===== src/rtl/nibble_serial_accumulator_pkg.sv =====
// rtl/nibble_serial_accumulator_pkg.sv - shared constants, FSM states and index-width helper (package nsa_pkg)
package nsa_pkg;

    localparam int NIBBLE_W = 4;

    typedef enum logic {
        IDLE = 1'b0,
        ADD  = 1'b1
    } state_e;

    // Width of the nibble index; never less than one bit.
    function automatic int clog2(input int n);
        int w;
        w = 0;
        while ((1 << w) < n) w++;
        return (w < 1) ? 1 : w;
    endfunction

endpackage


===== src/rtl/nibble_serial_accumulator_if.sv =====
// rtl/nibble_serial_accumulator_if.sv - sample handshake and result bundle with master/slave views
interface nibble_serial_accumulator_if #(
    parameter int NIBBLES = 4
);
    import nsa_pkg::*;

    logic                        in_valid;
    logic                        in_ready;
    logic [NIBBLE_W-1:0]         in_data;
    logic                        clear;
    logic [NIBBLE_W*NIBBLES-1:0] acc;
    logic                        acc_valid;
    logic                        overflow;

    modport master (
        output in_valid, in_data, clear,
        input  in_ready, acc, acc_valid, overflow
    );

    modport slave (
        input  in_valid, in_data, clear,
        output in_ready, acc, acc_valid, overflow
    );

endinterface


===== src/rtl/nibble_serial_accumulator_adder.sv =====
// rtl/nibble_serial_accumulator_adder.sv - four_bit_adder, the single nibble add shared across cycles
module four_bit_adder
    import nsa_pkg::*;
(
    input  logic [NIBBLE_W-1:0] a_i,
    input  logic [NIBBLE_W-1:0] b_i,
    output logic [NIBBLE_W-1:0] sum_o,
    output logic                carry_o
);

    assign {carry_o, sum_o} = {1'b0, a_i} + {1'b0, b_i};

endmodule


===== src/rtl/nibble_serial_accumulator.sv =====
// rtl/nibble_serial_accumulator.sv - nibble-serial wide accumulator; NSA_SATURATE_EN selects saturate instead of wrap
module nibble_serial_accumulator
    import nsa_pkg::*;
#(
    parameter int NIBBLES = 4
) (
    input  logic                         clk,
    input  logic                         rst_n,
    nibble_serial_accumulator_if.slave   bus
);

    localparam int ACC_W = NIBBLE_W * NIBBLES;
    localparam int IDX_W = clog2(NIBBLES);
    localparam logic [IDX_W-1:0] K_LAST = IDX_W'(NIBBLES - 1);

    state_e               state_q, state_d;
    logic [IDX_W-1:0]     k_q, k_d;
    logic [NIBBLE_W-1:0]  operand_q, operand_d;
    logic                 carry_q, carry_d;
    logic [ACC_W-1:0]     acc_q, acc_d;
    logic                 overflow_q, overflow_d;

    logic [NIBBLE_W-1:0]  add_a, add_b, add_s;
    logic                 add_c;

    // Nibble 0 adds the sample; higher nibbles only absorb the rippling carry.
    assign add_a = acc_q[k_q*NIBBLE_W +: NIBBLE_W];
    assign add_b = (k_q == '0) ? operand_q : {{(NIBBLE_W-1){1'b0}}, carry_q};

    four_bit_adder u_adder (
        .a_i     (add_a),
        .b_i     (add_b),
        .sum_o   (add_s),
        .carry_o (add_c)
    );

    always_ff @(posedge clk) begin
        if (!rst_n) begin
            state_q    <= IDLE;
            k_q        <= '0;
            operand_q  <= '0;
            carry_q    <= 1'b0;
            acc_q      <= '0;
            overflow_q <= 1'b0;
        end else begin
            state_q    <= state_d;
            k_q        <= k_d;
            operand_q  <= operand_d;
            carry_q    <= carry_d;
            acc_q      <= acc_d;
            overflow_q <= overflow_d;
        end
    end

    always_comb begin
        state_d    = state_q;
        k_d        = k_q;
        operand_d  = operand_q;
        carry_d    = carry_q;
        acc_d      = acc_q;
        overflow_d = overflow_q;
        case (state_q)
            IDLE: begin
                if (bus.clear) begin
                    acc_d      = '0;
                    overflow_d = 1'b0;
                end else if (bus.in_valid) begin
                    operand_d = bus.in_data;
                    k_d       = '0;
                    state_d   = ADD;
                end
            end
            ADD: begin
                acc_d[k_q*NIBBLE_W +: NIBBLE_W] = add_s;
                carry_d = add_c;
                if (!add_c) begin
                    state_d = IDLE;
                end else if (k_q != K_LAST) begin
                    k_d = k_q + 1'b1;
                end else begin
                    overflow_d = 1'b1;
                    state_d    = IDLE;
`ifdef NSA_SATURATE_EN
                    acc_d      = '1;
`endif
                end
            end
            default: state_d = IDLE;
        endcase
    end

    assign bus.in_ready  = (state_q == IDLE) && !bus.clear;
    assign bus.acc_valid = (state_q == IDLE);
    assign bus.acc       = acc_q;
    assign bus.overflow  = overflow_q;

endmodule

===== src/flat_wrapper.sv =====
// flat-port wrapper written by rule: the top's interface ports become plain ports
module nibble_serial_accumulator_flat import nsa_pkg::*;
#(
    parameter int NIBBLES = 4
)
  (clk, rst_n, bus_in_valid, bus_in_data, bus_clear, bus_in_ready, bus_acc, bus_acc_valid, bus_overflow);
  nibble_serial_accumulator_if #(.NIBBLES(NIBBLES)) bus_i ();
  input  logic clk;
  input  logic rst_n;
  input wire logic [$bits(bus_i.in_valid)-1:0] bus_in_valid;
  input wire logic [$bits(bus_i.in_data)-1:0] bus_in_data;
  input wire logic [$bits(bus_i.clear)-1:0] bus_clear;
  output wire logic [$bits(bus_i.in_ready)-1:0] bus_in_ready;
  output wire logic [$bits(bus_i.acc)-1:0] bus_acc;
  output wire logic [$bits(bus_i.acc_valid)-1:0] bus_acc_valid;
  output wire logic [$bits(bus_i.overflow)-1:0] bus_overflow;
  assign bus_i.in_valid = bus_in_valid;
  assign bus_i.in_data = bus_in_data;
  assign bus_i.clear = bus_clear;
  assign bus_in_ready = bus_i.in_ready;
  assign bus_acc = bus_i.acc;
  assign bus_acc_valid = bus_i.acc_valid;
  assign bus_overflow = bus_i.overflow;
  nibble_serial_accumulator #(.NIBBLES(NIBBLES)) u_core (.clk(clk), .rst_n(rst_n), .bus(bus_i));
endmodule

===== config.mk =====
export PLATFORM = sky130hd
export DESIGN_NAME = nibble_serial_accumulator_flat
export DESIGN_NICKNAME = d
export VERILOG_FILES = /design/src/rtl/nibble_serial_accumulator_pkg.sv /design/src/rtl/nibble_serial_accumulator_if.sv /design/src/rtl/nibble_serial_accumulator_adder.sv /design/src/rtl/nibble_serial_accumulator.sv /design/src/flat_wrapper.sv
export SDC_FILE = /design/constraint.sdc
export NUM_CORES = 1
export LEC_CHECK = 0
export CORE_MARGIN = 2
export CORE_UTILIZATION = 40
export CTS_BUF_LIST = sky130_fd_sc_hd__clkbuf_4 sky130_fd_sc_hd__clkbuf_8
export CTS_CLUSTER_SIZE = 8
export DETAILED_ROUTE_END_ITERATION = 7
export PLACE_DENSITY = 0.64
export RECOVER_POWER = 25
export SETUP_SLACK_MARGIN = 0.4
export SLEW_MARGIN = 20
export SYNTH_ARGS = -nofsm -noshare
export SYNTH_HDL_FRONTEND = slang
export SYNTH_SLANG_ARGS = --single-unit
export TNS_END_PERCENT = 5

===== constraint.sdc =====
create_clock -name clk -period 3.5 [get_ports clk]
set_clock_uncertainty 0.2 [all_clocks]
set_input_delay 0.7 -clock clk [delete_from_list [all_inputs] [get_ports clk]]
set_output_delay 0.7 -clock clk [all_outputs]
set_load 0.1 [all_outputs]

==> impl_metrics.json, run 1 <==
{
  "gp_congestion": 0.876,
  "synth_top_area_share_pct": 33.8,
  "hold_start": "u_core.bus.overflow",
  "synthCells": 142,
  "syn_nets": 161,
  "synth.avg_cell_area_um2": 10.4,
  "drive_above_1_share_pct": 16.9,
  "p_per_area_nw_per_um2": 304,
  "async_flop_share_pct": 0,
  "antenna_left": 0,
  "yosysTopAreaCell": "dfxtp_1",
  "die_y_um": 64.9,
  "hold_ws_ns": 0.306,
  "startpoint": "u_core.k_q[1]",
  "netlist_area_um2": 1480,
  "critical_path_class": "reg2reg",
  "cts_max_level": 1,
  "clkSinkCount": 25,
  "clock_latency_ns": 0.27,
  "yosys.cell_count.top_type": "dfxtp_1",
  "maxCapViolations": 0,
  "crit_arrival_ns": 2.91,
  "wl_met3_um": 244,
  "switching_share_pct": 25.7,
  "wl_per_cell_um": 17.4,
  "min_to": "u_core.bus.overflow",
  "diodes": 0,
  "cts_made_buffers": 3,
  "setup_tns_ns": 0,
  "yosysUniqueCellTypes": 36,
  "yosys_warnings": 0,
  "combPwrFrac_pct": 12.1,
  "finalCritPeriodShare_pct": 82.9,
  "dieArea_um2": 4210,
  "wl_met1_um": 1680,
  "r2r-start": "u_core.k_q[1]",
  "rows": 22,
  "coreArea_um2": 3610,
  "synth-main-ff-cell": "dfxtp_1",
  "tightestPinTransition_ns": 1.17,
  "final-max-slew-violation-count": 0,
  "antenna_found_initial": 0,
  "pin_count": 27,
  "status": "completed",
  "synth_seq_cells": 25,
  "path_clk_slew_ns": 0.09,
  "cts_max_path_buffers": 2,
  "r2r-end": "u_core.k_q[1]",
  "fin_crit_ns": 2.90,
  "cts_root_buf": "clkbuf_8",
  "slew_headroom_pct": 22.2,
  "clkPwrFrac_pct": 32.9,
  "routed-via-count": 1243,
  "start_util_pct": 41.1,
  "drt_first_iter_violations": 48,
  "synth.area.top_cells": "dfxtp_1, ha_1, nor2b_1",
  "cts_tree": "done",
  "io_buffers": 26,
  "intPower_mw": 0.395,
  "p_leak_nw": 0.632,
  "top_layer": "met4",
  "grt-ovfl-total": 0,
  "die_x_um": 64.9,
  "max_freq_mhz": 345,
  "cp.required_ns": 3.51,
  "start_kind": "flip-flop",
  "synth-seq-area-share_pct": 33.8,
  "drc": 0,
  "grt_max_degree": 31,
  "hpwl_um": 2680,
  "grt_usage_pct": 18.9,
  "worst_r2r_path_depth": 8,
  "end_kind": "flip-flop",
  "ir_drop_uv": 229,
  "area_growth_pct": 17.6,
  "crit_fanout": 9,
  "vias_per_cell": 5.81,
  "fin_nets": 186,
  "hp-class": "reg2reg",
  "grt_pass1_vias": 1256,
  "dr_wl_met2_um": 1720,
  "finalSetupViolCount": 0,
  "grt_pass1_wl_um": 6140,
  "reg2reg_slack_ns": 0.60,
  "wirelength_um": 3720,
  "grt_setup_unrepaired": "false",
  "dr.pass1.iters": 4,
  "seqPwrFrac_pct": 55.0,
  "hold_depth": 2,
  "synth_enable_flop_cells": 0,
  "timing.final.hold_violations": 0,
  "p_switching_mw": 0.136,
  "synth_common_cells": "dfxtp_1, nor2b_1, a32oi_1, ha_1, mux2i_1"
}
==> through the flow <==
| step | setup slack (ns) | cell area (µm²) | std cells | total power, mW | utilization [%] |
|---|---|---|---|---|---|
| after floorplan | 0.451 | 1480 | 142 | 0.342 | - |
| after global placement | 0.719 | 1740 | 210 | 0.362 | 48.1 |
| after detailed placement | 0.665 | 1740 | 210 | 0.363 | 48.1 |
| after CTS | 0.630 | 1780 | 214 | 0.536 | 49.5 |
| after global routing | 0.457 | 1740 | 214 | 0.553 | 48.4 |
| final | 0.598 | 1740 | 214 | 0.531 | 48.4 |
==> registers in the layout (all words and copies together), names as in the netlist <==
signal	count
u_core.bus.acc	16
u_core.bus.overflow	1
u_core.state_q	1
u_core.k_q	2
u_core.operand_q	4
u_core.carry_q	1
==> placed cells by master, fill, tap and decap left out, types with 3 or more instances in the layout <==
cell / Yosys / routed
a32oi_1: 12 / 12
clkdlybuf4s50_1: 0 / 7
and2_1: 5 / 5
o211ai_1: 5 / 5
buf_4: 0 / 9
ha_1: 10 / 10
nand3_1: 5 / 5
clkbuf_1: 4 / 11
dfxtp_1: 25 / 24
inv_1: 4 / 4
mux2i_1: 8 / 8
o2111ai_1: 4 / 4
nand4_1: 4 / 4
clkbuf_8: 0 / 3
nor2b_1: 19 / 19
mux4_2: 4 / 4
==> area by class of cell <==
type / count / area [µm²]
inverter: 4 / 15.0
sequential: 25 / 502
fill: 346 / 1860
clock buffer: 3 / 41.3
tap: 48 / 60.1
timing repair buffer: 28 / 199
multi-input combinational: 105 / 920
clock inverter: 1 / 7.51
==> cell families after synthesis <==
group / Yosys count / synth area share [%]
XOR/XNOR: 1 / 0.591
multiplexers: 13 / 12.2
adder cells (fa/ha/maj): 11 / 9.79
flip-flops: 25 / 33.8
buffers and inverters: 12 / 4.22
AND/OR/NAND/NOR: 47 / 21.3
AO/OA/AOI/OAI: 33 / 18.1
==> critical path, stage by stage, from the launching register on <==
cell      delay (ns)
dfxtp_1         0.58
inv_1           0.15
ha_1            0.26
mux2_2          0.29
ha_1            0.22
fa_1            0.44
a211oi_2        0.32
o311ai_0        0.19
a21boi_1        0.17
==> metal layers <==
metal  global-route usage (%)  vias to the layer above
met5                        0                        -
met1                     24.6                      593
met3                     4.17                        9
met4                     6.91                        0
li1                         -                      591
met2                     30.5                       50
==> how the worst max path moves through the flow <==
stage and to:
3_5_place_dp u_core.k_q[1], 6_report u_core.k_q[1], 5_1_grt u_core.k_q[0], 2_1_floorplan bus_in_ready
3_3_place_gp u_core.k_q[0], 4_1_cts u_core.k_q[1]
==> what timing repair did <==
| action | CTS | global route |
|---|---|---|
| resized for setup | 0 | 1 |
| setup endpoints to repair | 0 | 2 |
| hold endpoints to repair | 0 | 0 |
| hold buffers | 0 | 0 |
| buffers inserted | 0 | 0 |
==> power by group through the flow <==
stage / registers [mW] / logic (mW) / clock network (mW)
after floorplan: 0.298 / 0.0439 / 0
after global placement: 0.299 / 0.0637 / 0
after detailed placement: 0.299 / 0.0638 / 0
after CTS: 0.292 / 0.0642 / 0.180
after global routing: 0.293 / 0.0688 / 0.191
final: 0.292 / 0.0642 / 0.175
Note: power is estimated with default switching activity, not from simulation.
==> inputs of run 2 (changes only) <==
==> constraint.sdc (replaced) <==
create_clock -name clk -period 2.79 [get_ports clk]
set_clock_uncertainty 0.2 [all_clocks]
set_input_delay 0.558 -clock clk [delete_from_list [all_inputs] [get_ports clk]]
set_output_delay 0.558 -clock clk [all_outputs]
set_load 0.1 [all_outputs]
==> impl_metrics.json, run 2 (synthesized netlist as in run 1, its figures left out) <==
{
  "path_clk_slew_ns": 0.08,
  "largest_reg_flops": 16,
  "drt_first_iter_violations": 66,
  "rows": 22,
  "hold_start": "u_core.bus.overflow",
  "dieArea_um2": 4210,
  "coreArea_um2": 3610,
  "reg2reg_slack_ns": 0.37,
  "cts_made_buffers": 3,
  "final_cell_mix": "dfxtp_1, nor2b_1, a32oi_1, buf_4, clkbuf_1",
  "worstPathCellList": "buf_8 > mux4_2 > ha_4 > a211oi_4 > or4_1 > a21boi_1",
  "hold_ws_ns": 0.299,
  "cp_slowest_cell": "mux4_2",
  "p_leak_nw": 0.657,
  "maxCapViolations": 0,
  "cts_max_path_buffers": 2,
  "ir_drop_uv": 170,
  "crit_arrival_ns": 2.41,
  "grt-ovfl-total": 0,
  "crit_fanout": 10,
  "cts_root_buf": "clkbuf_8",
  "start_util_pct": 41.1,
  "gp_congestion": 0.854,
  "instances_no_fill": 218,
  "antenna_left": 0,
  "clock_latency_ns": 0.26,
  "place_ws_ns": 0.203,
  "final-max-slew-violation-count": 0,
  "placed_area_um2": 1760,
  "pin_count": 27,
  "routed-via-count": 1233,
  "dr.pass1.iters": 4,
  "grt_max_degree": 31,
  "fin_ws_ns": 0.368,
  "grt_pass1_wl_um": 6350,
  "hp-class": "reg2reg",
  "start_kind": "flip-flop",
  "io_buffers": 26,
  "drc": 0,
  "fin_nets": 190,
  "wirelength_um": 3810,
  "slew_headroom_pct": 22.3,
  "setup_tns_ns": 0,
  "wl_per_cell_um": 17.5,
  "grt_pass1_vias": 1275,
  "fillerInstances": 345,
  "critical_path_class": "reg2reg",
  "fin_util_pct": 50.8,
  "area_growth_pct": 23.6,
  "timing.final.hold_violations": 0,
  "grt_setup_unrepaired": "true",
  "slowest_delay_ns": 0.53,
  "worst_r2r_path_depth": 6,
  "dr_wl_met2_um": 1770,
  "hpwl_um": 2720,
  "p_per_area_nw_per_um2": 367,
  "die_x_um": 64.9,
  "top_layer": "met4",
  "max_freq_mhz": 413,
  "clkSinkCount": 25,
  "antenna_found_initial": 0,
  "finalCritPeriodShare_pct": 86.8,
  "drive_above_1_share_pct": 23.5,
  "r2r-start": "u_core.k_q[0]",
  "cts_tree": "done",
  "cts_max_level": 1,
  "dpl.cell_count": 213,
  "wl_met1_um": 1860,
  "wl_met3_um": 134,
  "finalInstanceArea_um2": 1830,
  "hold_depth": 2,
  "end_kind": "flip-flop",
  "cp.required_ns": 2.77,
  "status": "completed",
  "min_to": "u_core.bus.overflow",
  "fin_crit_ns": 2.42,
  "die_y_um": 64.9,
  "final_common_cell": "dfxtp_1",
  "tightestPinTransition_ns": 1.17,
  "diodes": 0,
  "r2r-end": "u_core.k_q[0]",
  "finalSetupViolCount": 0,
  "grt_usage_pct": 19.8,
  "vias_per_cell": 5.66,
  "power.total_mw": 0.672
}
==> run 2: changes by cell type in the layout (fill, tap and decap cells not counted), moves of 2 or more <==
cell / before / now
buf_4: 9 / 12
ha_1: 10 / 7
ha_4: 0 / 2
inv_1: 4 / 2
inv_2: 0 / 2
o311ai_0: 2 / 0
o311ai_1: 0 / 2
==> run 2: power breakdown <==
group	switching (mW)	internal, mW
clock	0.109	0.112
combinational	0.0500	0.0361
sequential	0.00563	0.360
==> run 2: worst max-delay path by stage <==
| stage | depth (start not counted) | from | to |
|---|---|---|---|
| after global routing | 8 | u_core.k_q[0] | u_core.k_q[0] |
| after floorplan | 6 | u_core.bus.acc[4] | u_core.k_q[1] |
| after detailed placement | 6 | u_core.k_q[0] | u_core.k_q[1] |
| final | 6 | u_core.k_q[0] | u_core.k_q[0] |
| after CTS | 6 | u_core.k_q[0] | u_core.state_q |
| after global placement | 6 | u_core.k_q[0] | u_core.state_q |
==> run 2: repair_timing <==
item                       in CTS  in global routing
gates resized for setup        17                  0
setup endpoints to repair      13                 13
hold endpoints to repair        0                  0
hold buffers                    0                  0
setup buffers                   1                  0
pin swaps                       4                  1
==> run 2: area by class of cell <==
cell class	instances	area [µm²]	area share (%)
repair buffers	32	236	12.9
clock buffers	4	48.8	2.66
multi-input cells	105	968	52.8
flip-flops and latches	25	504	27.5
well taps	48	60.1	3.28
inverters	4	15.0	0.819
==> run 2: critical path, delay by kind of cell (launching register included) <==
family / cells / cell delay [ns]
adder cells (fa/ha/maj): 1 / 0.33
buffers and inverters: 1 / 0.15
flip-flops: 1 / 0.39
multiplexers: 1 / 0.53
AND/OR/NAND/NOR: 1 / 0.49
AO/OA/AOI/OAI: 2 / 0.25
==> run 2: per-layer routing <==
metal | up-vias | track usage, %
met5 | - | 0
met4 | 0 | 6.38
met3 | 9 | 2.95
met2 | 34 | 32.3
met1 | 586 | 26.6
li1 | 604 | -
